File: config.mk
export PLATFORM = sky130hd
export DESIGN_NAME = alu_wide_seq_flat
export DESIGN_NICKNAME = d
export VERILOG_FILES = /design/src/rtl/alu_pkg.sv /design/src/rtl/alu_wide_seq_if.sv /design/src/rtl/alu_slice.sv /design/src/rtl/alu_wide_seq.sv /design/src/flat_wrapper.sv
export SDC_FILE = /design/constraint.sdc
export NUM_CORES = 1
export LEC_CHECK = 0
export ABC_AREA = 0
export CAP_MARGIN = 40
export CORE_ASPECT_RATIO = 1.5
export CORE_UTILIZATION = 58
export CTS_BUF_LIST = sky130_fd_sc_hd__clkbuf_2 sky130_fd_sc_hd__clkbuf_4 sky130_fd_sc_hd__clkbuf_8
export DETAILED_ROUTE_END_ITERATION = 8
export GPL_ROUTABILITY_DRIVEN = 0
export PLACE_DENSITY = 0.94
export RECOVER_POWER = 50
export SLEW_MARGIN = 25
export SYNTH_ARGS = -nofsm -noshare
export SYNTH_HDL_FRONTEND = slang
export SYNTH_SLANG_ARGS = --single-unit
File: constraint.sdc
create_clock -name clk -period 4.9 [get_ports clk]
set_input_delay 0.49 -clock clk [delete_from_list [all_inputs] [get_ports clk]]
set_output_delay 0.49 -clock clk [all_outputs]
set_load 0.01 [all_outputs]
File: src/rtl/alu_pkg.sv
// Shared ALU definitions: mode encodings, sequencer state encoding and the
// per-mode initial carry/borrow helper.
package alu_pkg;

  localparam logic [2:0] MODE_ADD = 3'b000;
  localparam logic [2:0] MODE_SUB = 3'b001;
  localparam logic [2:0] MODE_AND = 3'b010;
  localparam logic [2:0] MODE_OR  = 3'b011;
  localparam logic [2:0] MODE_XOR = 3'b100;
  localparam logic [2:0] MODE_NOT = 3'b101;
  localparam logic [2:0] MODE_INC = 3'b110;
  localparam logic [2:0] MODE_DEC = 3'b111;

  typedef enum logic [1:0] {
    StIdle,
    StRun,
    StDone
  } state_e;

  // INC/DEC are ADD/SUB of a forced carry/borrow into the lowest word.
  function automatic logic init_cb(logic [2:0] mode, logic cin);
    case (mode)
      MODE_ADD, MODE_SUB: return cin;
      MODE_INC, MODE_DEC: return 1'b1;
      default:            return 1'b0;
    endcase
  endfunction

endpackage

File: src/rtl/alu_wide_seq_if.sv
// Operand/command and result handshake bundle for the word-serial ALU sequencer.
interface alu_wide_seq_if #(
  parameter int unsigned N     = 3,
  parameter int unsigned WORDS = 4
);
  localparam int unsigned W = N * WORDS;

  logic         in_valid;
  logic         in_ready;
  logic [W-1:0] a;
  logic [W-1:0] b;
  logic         cin;
  logic [2:0]   mode;
  logic         out_valid;
  logic         out_ready;
  logic [W-1:0] res;
  logic         cout;

  modport master (
    output in_valid, a, b, cin, mode, out_ready,
    input  in_ready, out_valid, res, cout
  );

  modport slave (
    input  in_valid, a, b, cin, mode, out_ready,
    output in_ready, out_valid, res, cout
  );
endinterface

File: src/rtl/alu_slice.sv
// Combinational N-bit ALU slice with carry/borrow in and out.
module alu_slice import alu_pkg::*; #(
  parameter int unsigned N = 3
) (
  input  logic [N-1:0] a_i,
  input  logic [N-1:0] b_i,
  input  logic         cb_in,
  input  logic [2:0]   mode,
  output logic [N-1:0] r,
  output logic         cb_out
);

  logic [N:0] w_ext;
  logic [N:0] w_cb;

  assign w_cb = {{N{1'b0}}, cb_in};

  // Bit N carries carry-out or borrow-out; logic modes keep it zero.
  always_comb begin
    w_ext = '0;
    case (mode)
      MODE_ADD: w_ext = {1'b0, a_i} + {1'b0, b_i} + w_cb;
      MODE_SUB: w_ext = {1'b0, a_i} - {1'b0, b_i} - w_cb;
      MODE_AND: w_ext = {1'b0, a_i & b_i};
      MODE_OR:  w_ext = {1'b0, a_i | b_i};
      MODE_XOR: w_ext = {1'b0, a_i ^ b_i};
      MODE_NOT: w_ext = {1'b0, ~a_i};
      MODE_INC: w_ext = {1'b0, a_i} + w_cb;
      MODE_DEC: w_ext = {1'b0, a_i} - w_cb;
      default:  w_ext = '0;
    endcase
  end

  assign r      = w_ext[N-1:0];
  assign cb_out = w_ext[N];

endmodule

File: src/rtl/alu_wide_seq.sv
// Word-serial multi-precision ALU: runs one N-bit slice WORDS times per
// operation, chaining carry/borrow from the least-significant word upward.
module alu_wide_seq import alu_pkg::*; #(
  parameter int unsigned N     = 3,
  parameter int unsigned WORDS = 4
) (
  input logic           clk,
  input logic           rst,
  alu_wide_seq_if.slave bus
);

  localparam int unsigned W    = N * WORDS;
  localparam int unsigned IdxW = (WORDS > 1) ? $clog2(WORDS) : 1;

  state_e          r_state;
  logic [IdxW-1:0] r_idx;
  logic            r_cb;
  logic [W-1:0]    r_a;
  logic [W-1:0]    r_b;
  logic [2:0]      r_mode;
  logic [W-1:0]    r_res;
  logic            r_cout;
  logic            r_in_ready;
  logic            r_out_valid;

  logic [N-1:0]    w_r;
  logic            w_cb_out;
  logic            w_last;

  alu_slice #(
    .N (N)
  ) u_slice (
    .a_i    (r_a[r_idx*N +: N]),
    .b_i    (r_b[r_idx*N +: N]),
    .cb_in  (r_cb),
    .mode   (r_mode),
    .r      (w_r),
    .cb_out (w_cb_out)
  );

  assign w_last = (r_idx == IdxW'(WORDS - 1));

  always_ff @(posedge clk) begin
    if (rst) begin
      r_state     <= StIdle;
      r_idx       <= '0;
      r_cb        <= 1'b0;
      r_a         <= '0;
      r_b         <= '0;
      r_mode      <= MODE_ADD;
      r_res       <= '0;
      r_cout      <= 1'b0;
      r_in_ready  <= 1'b1;
      r_out_valid <= 1'b0;
    end else begin
      case (r_state)
        StIdle: begin
          if (bus.in_valid) begin
            r_a        <= bus.a;
            r_b        <= bus.b;
            r_mode     <= bus.mode;
            r_idx      <= '0;
            r_cb       <= init_cb(bus.mode, bus.cin);
            r_in_ready <= 1'b0;
            r_state    <= StRun;
          end
        end
        StRun: begin
          r_res[r_idx*N +: N] <= w_r;
          r_cb                <= w_cb_out;
          r_idx               <= r_idx + 1'b1;
          // The slice already drives cb_out low for logic modes.
          if (w_last) begin
            r_cout      <= w_cb_out;
            r_out_valid <= 1'b1;
            r_state     <= StDone;
          end
        end
        StDone: begin
          if (bus.out_ready) begin
            r_out_valid <= 1'b0;
            r_in_ready  <= 1'b1;
            r_state     <= StIdle;
          end
        end
        default: begin
          r_out_valid <= 1'b0;
          r_in_ready  <= 1'b1;
          r_state     <= StIdle;
        end
      endcase
    end
  end

  assign bus.in_ready  = r_in_ready;
  assign bus.out_valid = r_out_valid;
  assign bus.res       = r_res;
  assign bus.cout      = r_cout;

endmodule

File: src/flat_wrapper.sv
// flat-port wrapper written by rule: the top's interface ports become plain ports
module alu_wide_seq_flat import alu_pkg::*;
#(
  parameter int unsigned N     = 3,
  parameter int unsigned WORDS = 4
)
  (clk, rst, bus_in_valid, bus_a, bus_b, bus_cin, bus_mode, bus_out_ready, bus_in_ready, bus_out_valid, bus_res, bus_cout);
  alu_wide_seq_if #(.N(N), .WORDS(WORDS)) bus_i ();
  input logic clk;
  input logic rst;
  input wire logic [$bits(bus_i.in_valid)-1:0] bus_in_valid;
  input wire logic [$bits(bus_i.a)-1:0] bus_a;
  input wire logic [$bits(bus_i.b)-1:0] bus_b;
  input wire logic [$bits(bus_i.cin)-1:0] bus_cin;
  input wire logic [$bits(bus_i.mode)-1:0] bus_mode;
  input wire logic [$bits(bus_i.out_ready)-1:0] bus_out_ready;
  output wire logic [$bits(bus_i.in_ready)-1:0] bus_in_ready;
  output wire logic [$bits(bus_i.out_valid)-1:0] bus_out_valid;
  output wire logic [$bits(bus_i.res)-1:0] bus_res;
  output wire logic [$bits(bus_i.cout)-1:0] bus_cout;
  assign bus_i.in_valid = bus_in_valid;
  assign bus_i.a = bus_a;
  assign bus_i.b = bus_b;
  assign bus_i.cin = bus_cin;
  assign bus_i.mode = bus_mode;
  assign bus_i.out_ready = bus_out_ready;
  assign bus_in_ready = bus_i.in_ready;
  assign bus_out_valid = bus_i.out_valid;
  assign bus_res = bus_i.res;
  assign bus_cout = bus_i.cout;
  alu_wide_seq #(.N(N), .WORDS(WORDS)) u_core (.clk(clk), .rst(rst), .bus(bus_i));
endmodule
# ---- Word level (Yosys, flattened, before mapping)
# Index checks and enable logic that the tools add are counted.
dict set report word_totals {
  wordCells 74
  register_bits 47
  output_inout_bits 15
}
dict set report classes {
  n_eq_ne 16
  n_mul 1
  reduce_logical 12
  n_shift 4
  bitwise 6
  n_addsub 8
  muxes 17
}
# operator n
set ops {}
lappend ops {{negator 4 -> 34 bit} 1}
lappend ops {{variable shift 3 x 34 -> 12 bit, first input constant} 1}
lappend ops {{indexed part select 3 x 34 -> 12 bit} 1}
lappend ops {{one-hot mux 4 bit (8 select lines)} 1}
lappend ops {{indexed part select 12 x 5 -> 3 bit} 2}
lappend ops {{equality test 3 bit, second input constant} 6}
lappend ops {{bitwise mux 12 bit} 1}
lappend ops {{AND reduction 3 bit} 3}
lappend ops {{2-to-1 mux 2 bit} 4}
lappend ops {{equality test 3 x 1 -> 1 bit, second input constant} 2}
lappend ops {{equality test 3 x 2 -> 1 bit, second input constant} 2}
lappend ops {{logical NOT 3 bit} 2}
lappend ops {{one-hot mux 1 bit (3 select lines)} 2}
lappend ops {{one-hot mux 2 bit (3 select lines)} 1}
lappend ops {{AND reduction 2 bit} 3}
lappend ops {{2-to-1 mux 1 bit} 5}
lappend ops {{adder 3 x 1 -> 4 bit} 1}
lappend ops {{adder 3 x 3 -> 4 bit} 1}
lappend ops {{adder 4 x 1 -> 4 bit} 1}
lappend ops {{equality test 2 bit, second input constant} 2}
lappend ops {{multiplier 2 x 2 -> 4 bit, second input constant} 1}
lappend ops {{!= test 2 bit, second input constant} 2}
lappend ops {{one-hot mux 1 bit (2 select lines)} 2}
lappend ops {{one-hot mux 2 bit (2 select lines)} 1}
lappend ops {{14 further kinds} 16}

# ---- Depth between registers and ports, before layout
# Gate-level depths: netlist of the first run.
dict set report depth {
  ltp_word 7
  mapped_depth 11
  depth_no_buf 10
}

# ---- Modules after synthesis
# From an unflattened synthesis of the first run, not the netlist that was laid out.
dict set report unflattened {
  cells_unflattened 301
  hier_area_um2 2618.8
}
# module area_per_inst_um2 cells_each instances
set by_module_without_submodules {}
lappend by_module_without_submodules {alu_wide_seq 2013.2 233 1}
lappend by_module_without_submodules {alu_slice 605.6 68 1}

# ---- Least setup slack after synthesis of the first run
# Ideal clock, no wire load.
dict set report synth_path {
  kind {reg-to-reg}
  start {register u_core.r_idx[0]}
  end {register u_core.r_res[11], in the netlist u_core.bus.res[11]}
  path_stages_with_launch 10
  required_ps 4770
  slack_ps 1919
  setup_ps 130
  n_path_buf 1
  arrival_ps 2850
  period_less_slack_ps 2981
  cell_sequence {dfxtp_1 > buf_6 > mux4_1 > fa_1 > fa_1 > xnor2_1 > a221oi_1 > a21oi_1 > o21ai_0 > o21ai_0}
}
dict set report synth_between {
  elab_chain_cells 7
}
# element line
set synth_rtl {}
lappend synth_rtl {{start: declaration} alu_wide_seq.sv:16} ;# logic [IdxW-1:0] r_idx;
lappend synth_rtl {{start signal: assignment} alu_wide_seq.sv:71} ;# r_idx <= r_idx + 1'b1;
lappend synth_rtl {{multiplier 2 x 2 -> 4 bit *} {alu_wide_seq.sv:33, alu_wide_seq.sv:34, alu_wide_seq.sv:69}}
lappend synth_rtl {{indexed part select 12 x 5 -> 3 bit, on equally long branches} {alu_wide_seq.sv:33, alu_wide_seq.sv:34}}
lappend synth_rtl {{subtractor 3 x 3 -> 4 bit / adder 3 x 3 -> 4 bit (equally long branches)} {alu_slice.sv:23, alu_slice.sv:22}}
lappend synth_rtl {{subtractor 4 x 1 -> 4 bit / adder 4 x 1 -> 4 bit (equally long branches)} {alu_slice.sv:23, alu_slice.sv:22}}
lappend synth_rtl {{one-hot mux 4 bit (8 select lines)} alu_slice.sv:21} ;# case (mode)
lappend synth_rtl {{indexed part select 3 x 34 -> 12 bit} alu_wide_seq.sv:69} ;# r_res[r_idx*N +: N] <= w_r;
lappend synth_rtl {{bitwise mux 12 bit *} alu_wide_seq.sv:69}
lappend synth_rtl {{end signal: indexed assignment} alu_wide_seq.sv:69}
lappend synth_rtl {{end: declaration} alu_wide_seq.sv:21} ;# logic [W-1:0] r_res;
# Mark *: on every way between the ends. The rest lies on a longest branch, timed or not.
# A chain may end at the register's enable or synchronous reset.

# ---- Final worst setup path of the first run
dict set report layout_path {
  start {register u_core.r_idx[0]}
  end {register u_core.r_res[2], in the netlist u_core.bus.res[2]}
}
# Same word-level chain as after synthesis.

==> flow_metrics.env, run 1 <==
export IMPL_status="finished with violations"
export IMPL_violations="capacitance limit, slew limit"
export IMPL_hpwl_um=4220
export IMPL_synth_fp_nets=372
export IMPL_die_w_um=56.5
export IMPL_yosysWarnings=0
export IMPL_grt_overflow=0
export IMPL_cp_top_family="compound AO/OA/AOI/OAI gates"
export IMPL_syn_area_mm2=0.00259
export IMPL_fin_setup_tns_ns=0
export IMPL_power_density_mw_per_mm2=265
export IMPL_endpoint_kind="register"
export IMPL_final_cell_mix="nand2_1, a21oi_1, dfxtp_1"
export IMPL_grt_pass1_vias=2353
export IMPL_numCtsBuffers=5
export IMPL_async_flop_share_pct=0
export IMPL_grtUsageMet3_pct=5.74
export IMPL_cts_htree_levels=2
export IMPL_clock_sinks=47
export IMPL_hold_violations=0
export IMPL_tightest_slew_ns=1.90
export IMPL_r2r_start="u_core.r_idx[0]$_SDFFE_PP0P_"
export IMPL_rsz0062_at_grt="no"
export IMPL_start_util_pct=60.9
export IMPL_start_kind="register"
export IMPL_drive_gt1_share_pct=4.76
export IMPL_period_share_pct=74.4
export IMPL_yosysTopAreaCellShare_pct=36.4
export IMPL_antenna_found_initial=0
export IMPL_slew_viol_final=45
export IMPL_busiest_layer="met2"
export IMPL_fin_ws_ns=1.25
export IMPL_met1_usage_pct=28.9
export IMPL_synth_cell_types=40
export IMPL_finalNonFillerCells=403
export IMPL_cts_tree="done"
export IMPL_critPathMaxStageDelay_ns=0.78
export IMPL_num_vias=2370
export IMPL_r2r_cells=8
export IMPL_vias_per_cell=5.88
export IMPL_crit_buf_inv=0
export IMPL_path_cells="mux4_1, fa_1, fa_1, xnor2_1, a221oi_1, a21oi_1, o21ai_0, o21ai_0"
export IMPL_grt_use_total_pct=27.3
export IMPL_cp_max_fo=13
export IMPL_max_freq_mhz=274
export IMPL_r2r_slack_ns=1.25
export IMPL_drv_cap=1
export IMPL_port_buffers=46
export IMPL_drc=0
export IMPL_min_from="u_core.r_b[5]$_SDFFE_PP0P_"
export IMPL_synth_seq_cells=47
export IMPL_skew_ns=0.0142
export IMPL_finalSetupViolations=0
export IMPL_dieArea_mm2=0.00474
export IMPL_placed_cells=395
export IMPL_worstSkewPairLatency_ns=0.31
export IMPL_synth_edf_count=0
export IMPL_min_period_ns=3.65
export IMPL_area_growth_syn_to_layout_pct=21.9
export IMPL_holdPathEnd="u_core.r_b[5]$_SDFFE_PP0P_"
export IMPL_fin_util_pct=74.3
export IMPL_crit_type="reg -> reg"
export IMPL_arrival_ns=3.82
export IMPL_coreArea_mm2=0.00425
export IMPL_grt_use_met2_pct=48.3
export IMPL_drtIter0Drc=108
export IMPL_grt_max_degree=45
export IMPL_ios=47
export IMPL_ctsResizeCount=0
export IMPL_final_common_cell="nand2_1"
export IMPL_holdPathStages=2
export IMPL_drtAntennaViolNets=0
export IMPL_rows=29
export IMPL_wl_per_cell_um=14.6
export IMPL_hold_path_class="reg -> reg"
export IMPL_grt_pass1_wl_um=10100
export IMPL_cts_setup_buffers=0
export IMPL_diodes=0
export IMPL_clkTransAtPathRegs_ns=0.10
export IMPL_worstPathRequired_ns=5.08
export IMPL_cts_hold_buf=0
export IMPL_clockBufferDepth=2
export IMPL_r2r_end="u_core.bus.res[2]$_SDFFE_PP0P_"
export IMPL_holdWs_ns=0.458
export IMPL_fin_nets=410
export IMPL_die_h_um=83.8
export IMPL_crit_path_top_delay_cell="mux4_1"
export IMPL_post_place_ws_ns=1.35
export IMPL_relSlewSlack_pct=-26.9
export IMPL_avgSynthCellArea_um2=8.13
export IMPL_ys_top_cells_by_area="dfxtp_1, nand2_1, a21oi_1"
export IMPL_cp_num_cells=8
export IMPL_dr_pass1_iters=5
export IMPL_ir_drop_mv=0.297
export IMPL_syn_inst=318
export IMPL_seq_area_frac_synth_pct=36.4
export IMPL_p_leak_nw=1.19
export IMPL_synthFlopType="dfxtp_1"
export IMPL_finalWirelength_um=5870
export IMPL_clockRootBuffer="clkbuf_8"
export IMPL_yosys_area_top_type="dfxtp_1"
==> area by class of cell <==
cell class                 instances  area [um2]
clock buffer                       6        82.6
clock inverter                     2        13.8
fill                             297        1090
inverter                          18        67.6
multi-input combinational        234        1500
sequential                        47         941
tap                               46        57.6
timing repair buffer              50         487
==> sequential cells by signal, summed over array words and instances (netlist names), 2 cells and up <==
signal / flops
u_core.r_idx: 2
u_core.bus.res: 12
u_core.r_b: 12
u_core.r_mode: 3
u_core.r_state: 2
u_core.r_a: 12
==> report_power, final <==
| group | leakage (nW) | switching [W] | total, W | internal [W] |
|---|---|---|---|---|
| clock | 0.0516 | 0.000137 | 0.000252 | 0.000116 |
| sequential | 0.384 | 0.0000188 | 0.000418 | 0.000399 |
| combinational | 0.751 | 0.0000853 | 0.000166 | 0.0000804 |
| total | 1.19 | 0.000241 | 0.000836 | 0.000595 |
==> worst min-delay path: cells and delay by family (launching register included) <==
kind | cells | cell delay [ns]
simple gates | 1 | 0.05
flops | 1 | 0.31
compound gates | 1 | 0.05
==> kinds of logic (layout without fill, tap and decap cells) <==
group	after synthesis	in the layout	synth area share, %
compound gates	79	79	17.6
xor+xnor	4	4	1.35
fa+ha+maj	22	22	12.1
buf+inv	37	76	5.66
flops	47	47	36.4
mux	8	8	6.77
simple gates	121	121	20.2
==> stage by stage <==
step           area, um2  total power [W]
4_1_cts             3160         0.000836
2_1_floorplan       2590         0.000529
3_5_place_dp        3060         0.000588
3_3_place_gp        3050         0.000579
6_report            3150         0.000836
5_1_grt             3150         0.000874
==> worst max path at each step <==
stage                                  from  slack, ns                         endpoint
4_1_cts        u_core.r_idx[0]$_SDFFE_PP0P_       1.28   u_core.bus.res[2]$_SDFFE_PP0P_
3_5_place_dp   u_core.r_idx[0]$_SDFFE_PP0P_       1.35   u_core.bus.res[2]$_SDFFE_PP0P_
3_3_place_gp   u_core.r_idx[0]$_SDFFE_PP0P_       1.49  u_core.bus.res[11]$_SDFFE_PP0P_
6_report       u_core.r_idx[0]$_SDFFE_PP0P_       1.25   u_core.bus.res[2]$_SDFFE_PP0P_
5_1_grt        u_core.r_idx[0]$_SDFFE_PP0P_       0.93   u_core.bus.res[2]$_SDFFE_PP0P_
2_1_floorplan  u_core.r_idx[0]$_SDFFE_PP0P_       1.92  u_core.bus.res[11]$_SDFFE_PP0P_
==> synthesized netlist by cell type (all sizes together) (5+ instances only) <==
library cell,count
nand3,5
nor3,6
a21oi,47
dfxtp,47
nor2b,6
inv,18
ha,17
nor2,14
mux4,6
clkbuf,18
fa,5
nand2,80
o21ai,15
==> routing by layer <==
metal  vias to the layer above  wire length [um]
li1                       1151                 -
met1                      1093              2250
met2                       106              3070
met3                        20               316
met4                         0               238
met5                         -                 0
No activity file was read; power rests on OpenSTA's default activity.
==> inputs of run 2 (changes only) <==
--- a/config.mk
+++ b/config.mk
@@ -8,11 +8,11 @@
 export ABC_AREA = 0
 export CAP_MARGIN = 40
 export CORE_ASPECT_RATIO = 1.5
-export CORE_UTILIZATION = 58
+export CORE_UTILIZATION = 49
 export CTS_BUF_LIST = sky130_fd_sc_hd__clkbuf_2 sky130_fd_sc_hd__clkbuf_4 sky130_fd_sc_hd__clkbuf_8
 export DETAILED_ROUTE_END_ITERATION = 8
 export GPL_ROUTABILITY_DRIVEN = 0
-export PLACE_DENSITY = 0.94
+export PLACE_DENSITY = 0.85
 export RECOVER_POWER = 50
 export SLEW_MARGIN = 25
 export SYNTH_ARGS = -nofsm -noshare
==> constraint.sdc (replaced) <==
create_clock -name clk -period 3.3 [get_ports clk]
set_input_delay 0.33 -clock clk [delete_from_list [all_inputs] [get_ports clk]]
set_output_delay 0.33 -clock clk [all_outputs]
set_load 0.01 [all_outputs]
==> run 2 against run 1 <==
The run now ends clean. Via count grew 0.46%. Count of clock-buffer cells in the layout grew 1. Clock skew shrank 0.0087 ns. Wire length shrank 3.1%. Setup slack lost 1.0 ns. Sequential cell count is the same. Die area grew 18%. Core utilization shrank 12 points. Non-clock buffer count grew 4. Maximum frequency grew 19%. Largest power group unchanged. Highest routed layer unchanged.
==> flow_metrics.env, run 2 (synthesis results as in run 1) <==
export IMPL_grt_overflow=0
export IMPL_ir_drop_mv=0.312
export IMPL_power_density_mw_per_mm2=388
export IMPL_endpoint_kind="register"
export IMPL_port_buffers=46
export IMPL_num_vias=2381
export IMPL_clockRootBuffer="clkbuf_8"
export IMPL_relSlewSlack_pct=24.0
export IMPL_cts_tree="done"
export IMPL_drv_cap=0
export IMPL_min_from="u_core.bus.res[4]$_SDFFE_PP0P_"
export IMPL_clkTransAtPathRegs_ns=0.09
export IMPL_rsz0062_at_grt="no"
export IMPL_clock_sinks=47
export IMPL_final_cell_mix="nand2_1, a21oi_1, dfxtp_1"
export IMPL_min_period_ns=3.07
export IMPL_grt_use_total_pct=23.4
export IMPL_dr_pass1_iters=4
export IMPL_pwr_share_seq_pct=49.1
export IMPL_switching_share_pct=28.4
export IMPL_hpwl_um=4180
export IMPL_slew_viol_final=0
export IMPL_fin_nets=414
export IMPL_skew_ns=0.00543
export IMPL_finalWirelength_um=5690
export IMPL_holdPathStages=2
export IMPL_r2r_end="u_core.bus.res[2]$_SDFFE_PP0P_"
export IMPL_intPower_w=0.000894
export IMPL_die_w_um=61.3
export IMPL_worstPathRequired_ns=3.49
export IMPL_ios=47
export IMPL_vias_per_cell=5.55
export IMPL_grt_pass1_vias=2316
export IMPL_wl_per_cell_um=13.3
export IMPL_grt_pass1_wl_um=9890
export IMPL_crit_type="reg -> reg"
export IMPL_start_util_pct=50.5
export IMPL_cts_htree_levels=2
export IMPL_start_kind="register"
export IMPL_drive_gt1_share_pct=5.54
export IMPL_finalSetupViolations=0
export IMPL_holdWs_ns=0.457
export IMPL_coreArea_mm2=0.00512
export IMPL_fin_setup_tns_ns=0
export IMPL_hold_violations=0
export IMPL_arrival_ns=3.26
export IMPL_r2r_cells=8
export IMPL_ctsResizeCount=0
export IMPL_cp_max_fo=5
export IMPL_r2r_slack_ns=0.23
export IMPL_holdPathEnd="u_core.bus.res[4]$_SDFFE_PP0P_"
export IMPL_diodes=0
export IMPL_die_h_um=91.0
export IMPL_antenna_found_initial=0
export IMPL_max_freq_mhz=326
export IMPL_drtAntennaViolNets=0
export IMPL_period_share_pct=93.0
export IMPL_drtIter0Drc=81
export IMPL_rows=32
export IMPL_power_frac_clock_pct=30.7
export IMPL_final_common_cell="nand2_1"
export IMPL_cts_setup_buffers=0
export IMPL_dieArea_mm2=0.00558
export IMPL_hold_path_class="reg -> reg"
export IMPL_p_leak_nw=1.20
export IMPL_drc=0
export IMPL_worstSkewPairLatency_ns=0.31
export IMPL_numCtsBuffers=5
export IMPL_tightest_slew_ns=1.14
export IMPL_status="finished clean"
export IMPL_clockBufferDepth=2
export IMPL_comb_power_share_pct=20.2
export IMPL_nFillCells=455
export IMPL_r2r_start="u_core.r_idx[0]$_SDFFE_PP0P_"
export IMPL_p_switching_w=0.000355
export IMPL_area_growth_syn_to_layout_pct=24.2
export IMPL_cts_hold_buf=0
export IMPL_grt_max_degree=30
## run 2: layout make-up
| cell class | count | area (um2) | area share [%] |
|---|---|---|---|
| flip-flops and latches | 47 | 941 | 29.3 |
| well taps | 68 | 85.1 | 2.65 |
| inverters | 18 | 67.6 | 2.10 |
| clock inverters | 1 | 8.76 | 0.273 |
| repair buffers | 54 | 517 | 16.1 |
| clock buffers | 7 | 90.1 | 2.80 |
| multi-input cells | 234 | 1500 | 46.8 |
## run 2: worst max path at each step
stage,startpoint,endpoint,slack (ns),cells past startpoint
after detailed placement,u_core.r_idx[0]$_SDFFE_PP0P_,u_core.bus.res[2]$_SDFFE_PP0P_,0.24,8
after global placement,u_core.r_idx[0]$_SDFFE_PP0P_,u_core.bus.res[11]$_SDFFE_PP0P_,0.32,8
final,u_core.r_idx[0]$_SDFFE_PP0P_,u_core.bus.res[2]$_SDFFE_PP0P_,0.23,8
after floorplan,u_core.r_idx[0]$_SDFFE_PP0P_,u_core.bus.res[11]$_SDFFE_PP0P_,0.32,9
after global routing,u_core.r_idx[0]$_SDFFE_PP0P_,u_core.bus.res[2]$_SDFFE_PP0P_,0.08,8
after CTS,u_core.r_idx[0]$_SDFFE_PP0P_,u_core.bus.res[2]$_SDFFE_PP0P_,0.23,8
## run 2: critical path, stage by stage (launching register included)
cell and delay [ns]:
dfxtp_1 0.35, mux4_1 0.70, fa_1 0.49, fa_1 0.40, xnor2_1 0.14, a221oi_1 0.28, a21oi_1 0.06, o21ai_0 0.37
o21ai_0 0.15
## run 2: stage by stage
step,std cells,area (um2),total power (W),setup slack (ns),util (%)
after floorplan,318,2590,0.000786,0.319,-
after global placement,419,3100,0.000867,0.323,60.5
after detailed placement,419,3100,0.000874,0.236,60.5
after CTS,427,3200,0.00125,0.230,62.5
after global routing,429,3210,0.00130,0.0846,62.7
final,429,3210,0.00125,0.233,62.7
## run 2: power by group through the flow
stage               Combinational [W]  Sequential [W]  Clock, W
finish                       0.000252        0.000613  0.000383
global route                 0.000283        0.000617  0.000404
CTS                          0.000251        0.000613  0.000383
detailed placement           0.000248        0.000626         0
global placement             0.000242        0.000625         0
floorplan                    0.000169        0.000617         0
## run 2: routing by layer
| metal | GRT usage [%] | up-vias | share of wire (%) |
|---|---|---|---|
| met1 | 26.8 | 1126 | 40 |
| met3 | 4.13 | 15 | 4.2 |
| li1 | - | 1164 | - |
| met4 | 11.7 | 0 | 3.1 |
| met5 | 0 | - | 0 |
| met2 | 39.8 | 76 | 53 |
==> inputs of run 3 (changes only) <==
--- a/config.mk
+++ b/config.mk
@@ -5,15 +5,16 @@
 export SDC_FILE = /design/constraint.sdc
 export NUM_CORES = 1
 export LEC_CHECK = 0
-export ABC_AREA = 0
+export ABC_AREA = 1
 export CAP_MARGIN = 40
 export CORE_ASPECT_RATIO = 1.5
-export CORE_UTILIZATION = 49
+export CORE_UTILIZATION = 50
 export CTS_BUF_LIST = sky130_fd_sc_hd__clkbuf_2 sky130_fd_sc_hd__clkbuf_4 sky130_fd_sc_hd__clkbuf_8
 export DETAILED_ROUTE_END_ITERATION = 8
 export GPL_ROUTABILITY_DRIVEN = 0
-export PLACE_DENSITY = 0.85
+export PLACE_DENSITY = 0.86
 export RECOVER_POWER = 50
+export SETUP_SLACK_MARGIN = 0.4
 export SLEW_MARGIN = 25
 export SYNTH_ARGS = -nofsm -noshare
 export SYNTH_HDL_FRONTEND = slang
==> run 3 against run 2 <==
Core utilization up 1.2 points. Final area up 2.7%. Wire length up 0.42%. Sequential power up 3.6%. Largest power group unchanged. Register-to-register slack better by 0.23 ns. Sequential share of layout area down 0.77 points. Synthesized cell count up 20%. Critical endpoint is now u_core.bus.res[11]$_SDFFE_PP0P_. Total power up 11%. Clock power down 1%. Die area up 2.7%. Combinational power up 46%. Critical path type unchanged. Non-clock buffer count down 4.
==> flow_metrics.env, run 3 <==
export IMPL_hold_violations=0
export IMPL_r2r_slack_ns=0.46
export IMPL_cp_common_cell="nor2_1"
export IMPL_drive_gt1_share_pct=7.31
export IMPL_rsz0062_at_grt="no"
export IMPL_cp_max_fo=18
export IMPL_yosys_area_share_simple_pct=30.8
export IMPL_cts_tree="done"
export IMPL_dieArea_mm2=0.00573
export IMPL_p_leak_nw=1.46
export IMPL_cts_setup_buffers=0
export IMPL_antenna_found_initial=0
export IMPL_synth_cell_types=34
export IMPL_grt_pass1_vias=2256
export IMPL_wl_per_cell_um=11.6
export IMPL_synth_edf_count=0
export IMPL_worstPathRequired_ns=3.47
export IMPL_start_util_pct=52.5
export IMPL_multiInputGateArea_mm2=0.00152
export IMPL_placed_cells=484
export IMPL_period_share_pct=85.9
export IMPL_yosysTopAreaCellShare_pct=34.7
export IMPL_arrival_ns=3.01
export IMPL_crit_path_top_delay_cell="dfxtp_1"
export IMPL_yosys_area_share_adder_pct=11.5
export IMPL_ios=47
export IMPL_synthTopCellsByCount="nand2_1, nor2_1, dfxtp_1, inv_1, o21ai_0"
export IMPL_cts_htree_levels=2
export IMPL_yosysMostFrequentCell="nand2_1"
export IMPL_seq_area_frac_synth_pct=34.7
export IMPL_synth_fp_nets=436
export IMPL_slew_viol_final=0
export IMPL_hpwl_um=4500
export IMPL_critPathMaxStageDelay_ns=0.58
export IMPL_skew_ns=0.00852
export IMPL_p_total_w=0.00138
export IMPL_nFillCells=460
export IMPL_worstSkewPairLatency_ns=0.30
export IMPL_area_growth_syn_to_layout_pct=21.6
export IMPL_drv_cap=0
export IMPL_finalWirelength_um=5710
export IMPL_die_w_um=62.1
export IMPL_vias_per_cell=5.06
export IMPL_clockRootBuffer="clkbuf_8"
export IMPL_synth_xor_area_share_pct=0.323
export IMPL_cp_top_family="simple AND/OR/NAND/NOR gates"
export IMPL_yosysWarnings=0
export IMPL_endpoint_kind="register"
export IMPL_port_buffers=46
export IMPL_final_cell_mix="nand2_1, nor2_1, dfxtp_1"
export IMPL_grt_overflow=0
export IMPL_drtAntennaViolNets=0
export IMPL_ir_drop_mv=0.273
export IMPL_tightest_slew_ns=0.947
export IMPL_regArea_um2=941
export IMPL_drtIter0Drc=122
export IMPL_cp_num_cells=17
export IMPL_relSlewSlack_pct=36.9
export IMPL_crit_buf_inv=3
export IMPL_dr_pass1_iters=5
export IMPL_grt_max_degree=30
export IMPL_avgSynthCellArea_um2=7.10
export IMPL_synth_seq_cells=47
export IMPL_r2r_cells=17
export IMPL_final_common_cell="nand2_1"
export IMPL_ys_top_cells_by_area="dfxtp_1, nand2_1, nor2_1"
export IMPL_min_period_ns=2.84
export IMPL_synth_top_family_by_area="simple AND/OR/NAND/NOR gates"
export IMPL_syn_inst=382
export IMPL_num_vias=2490
export IMPL_status="finished clean"
export IMPL_drc=0
export IMPL_async_flop_share_pct=0
export IMPL_grt_use_total_pct=20.6
export IMPL_power_density_mw_per_mm2=418
export IMPL_fin_setup_tns_ns=0
export IMPL_grt_pass1_wl_um=9580
export IMPL_max_freq_mhz=353
export IMPL_crit_type="reg -> reg"
export IMPL_fin_nets=477
export IMPL_synth_compound_area_share_pct=12.8
export IMPL_clockBufferDepth=2
export IMPL_hold_path_class="reg -> reg"
export IMPL_synth_mux_area_share_pct=0
export IMPL_clkTransAtPathRegs_ns=0.09
export IMPL_synthFlopType="dfxtp_1"
export IMPL_yosys_area_top_type="dfxtp_1"
export IMPL_finalNonFillerCells=492
export IMPL_numCtsBuffers=5
export IMPL_holdWs_ns=0.446
export IMPL_path_cells="inv_4, nand2_1, nand3_1, nand2_2, inv_1, fa_2, fa_1, inv_1, nand2_1, nand2_1, nor2_1, nor2_1, nand3_2, nand4_2, nor2_1, nor2_1, nor2_1"
export IMPL_die_h_um=92.2
export IMPL_holdPathStages=2
export IMPL_diodes=0
export IMPL_coreArea_mm2=0.00516
export IMPL_fin_util_pct=63.9
export IMPL_clock_sinks=47
export IMPL_start_kind="register"
export IMPL_finalSetupViolations=0
export IMPL_rows=32
export IMPL_syn_area_mm2=0.00271
## run 3: final timing paths
path	startpoint	to
worst max-delay path	u_core.r_idx[0]$_SDFFE_PP0P_	u_core.bus.res[11]$_SDFFE_PP0P_
worst min-delay path	u_core.bus.out_valid$_SDFFE_PP0P_	u_core.bus.out_valid$_SDFFE_PP0P_
worst max register to register	u_core.r_idx[0]$_SDFFE_PP0P_	u_core.bus.res[11]$_SDFFE_PP0P_
worst min register to register	u_core.bus.out_valid$_SDFFE_PP0P_	u_core.bus.out_valid$_SDFFE_PP0P_
## run 3: cell type report
class	count	area share, %
Clock buffer	7	2.92
Clock inverter	1	0.228
Inverter	44	5.16
Multi-Input combinational cell	275	46.0
Sequential cell	47	28.5
Tap cell	68	2.58
Timing Repair Buffer	50	14.6
## run 3: per-stage QoR
stage	worst slack, ns	instance area, um2
floorplan	0.590	2710
detailed placement	0.404	3190
global placement	0.537	3190
finish	0.464	3300
global route	0.269	3300
CTS	0.513	3300
## run 3: worst reg2reg max path, cell delays in order (launching register included)
cell and delay [ns]:
dfxtp_1 0.58, inv_4 0.17, nand2_1 0.10, nand3_1 0.08
nand2_2 0.11, inv_1 0.11, fa_2 0.40, fa_1 0.40
inv_1 0.08, nand2_1 0.05, nand2_1 0.06, nor2_1 0.04
nor2_1 0.13, nand3_2 0.12, nand4_2 0.10, nor2_1 0.05
nor2_1 0.09, nor2_1 0.05
## run 3: report_power, final
part           internal, W  total (W)  switching [W]  leakage (nW)
clock             0.000191   0.000379       0.000188        0.0505
combinational     0.000149   0.000367       0.000218          1.03
sequential        0.000603   0.000635      0.0000322         0.386
## run 3: per-layer routing
layer	wire length, um	global-route usage, %	vias to the layer above	share of wire [%]
met2	3080	40.0	47	54
met4	115	9.50	0	2.0
met5	0	0	-	0
met3	125	1.99	11	2.2
li1	-	-	1301	-
met1	2390	21.9	1131	42
## run 3: timing repair
action | in CTS | in global routing
resized for setup | 1 | 3
setup endpoints to repair | 1 | 4
hold buffers | 0 | 0
## run 3: logic make-up after synthesis
logic type | after synthesis
adders and majority gates | 22
DFF | 47
AOI/OAI and AO/OA | 65
buffers and inverters | 60
and+or+nand+nor | 187
xor gates and xnor gates | 1
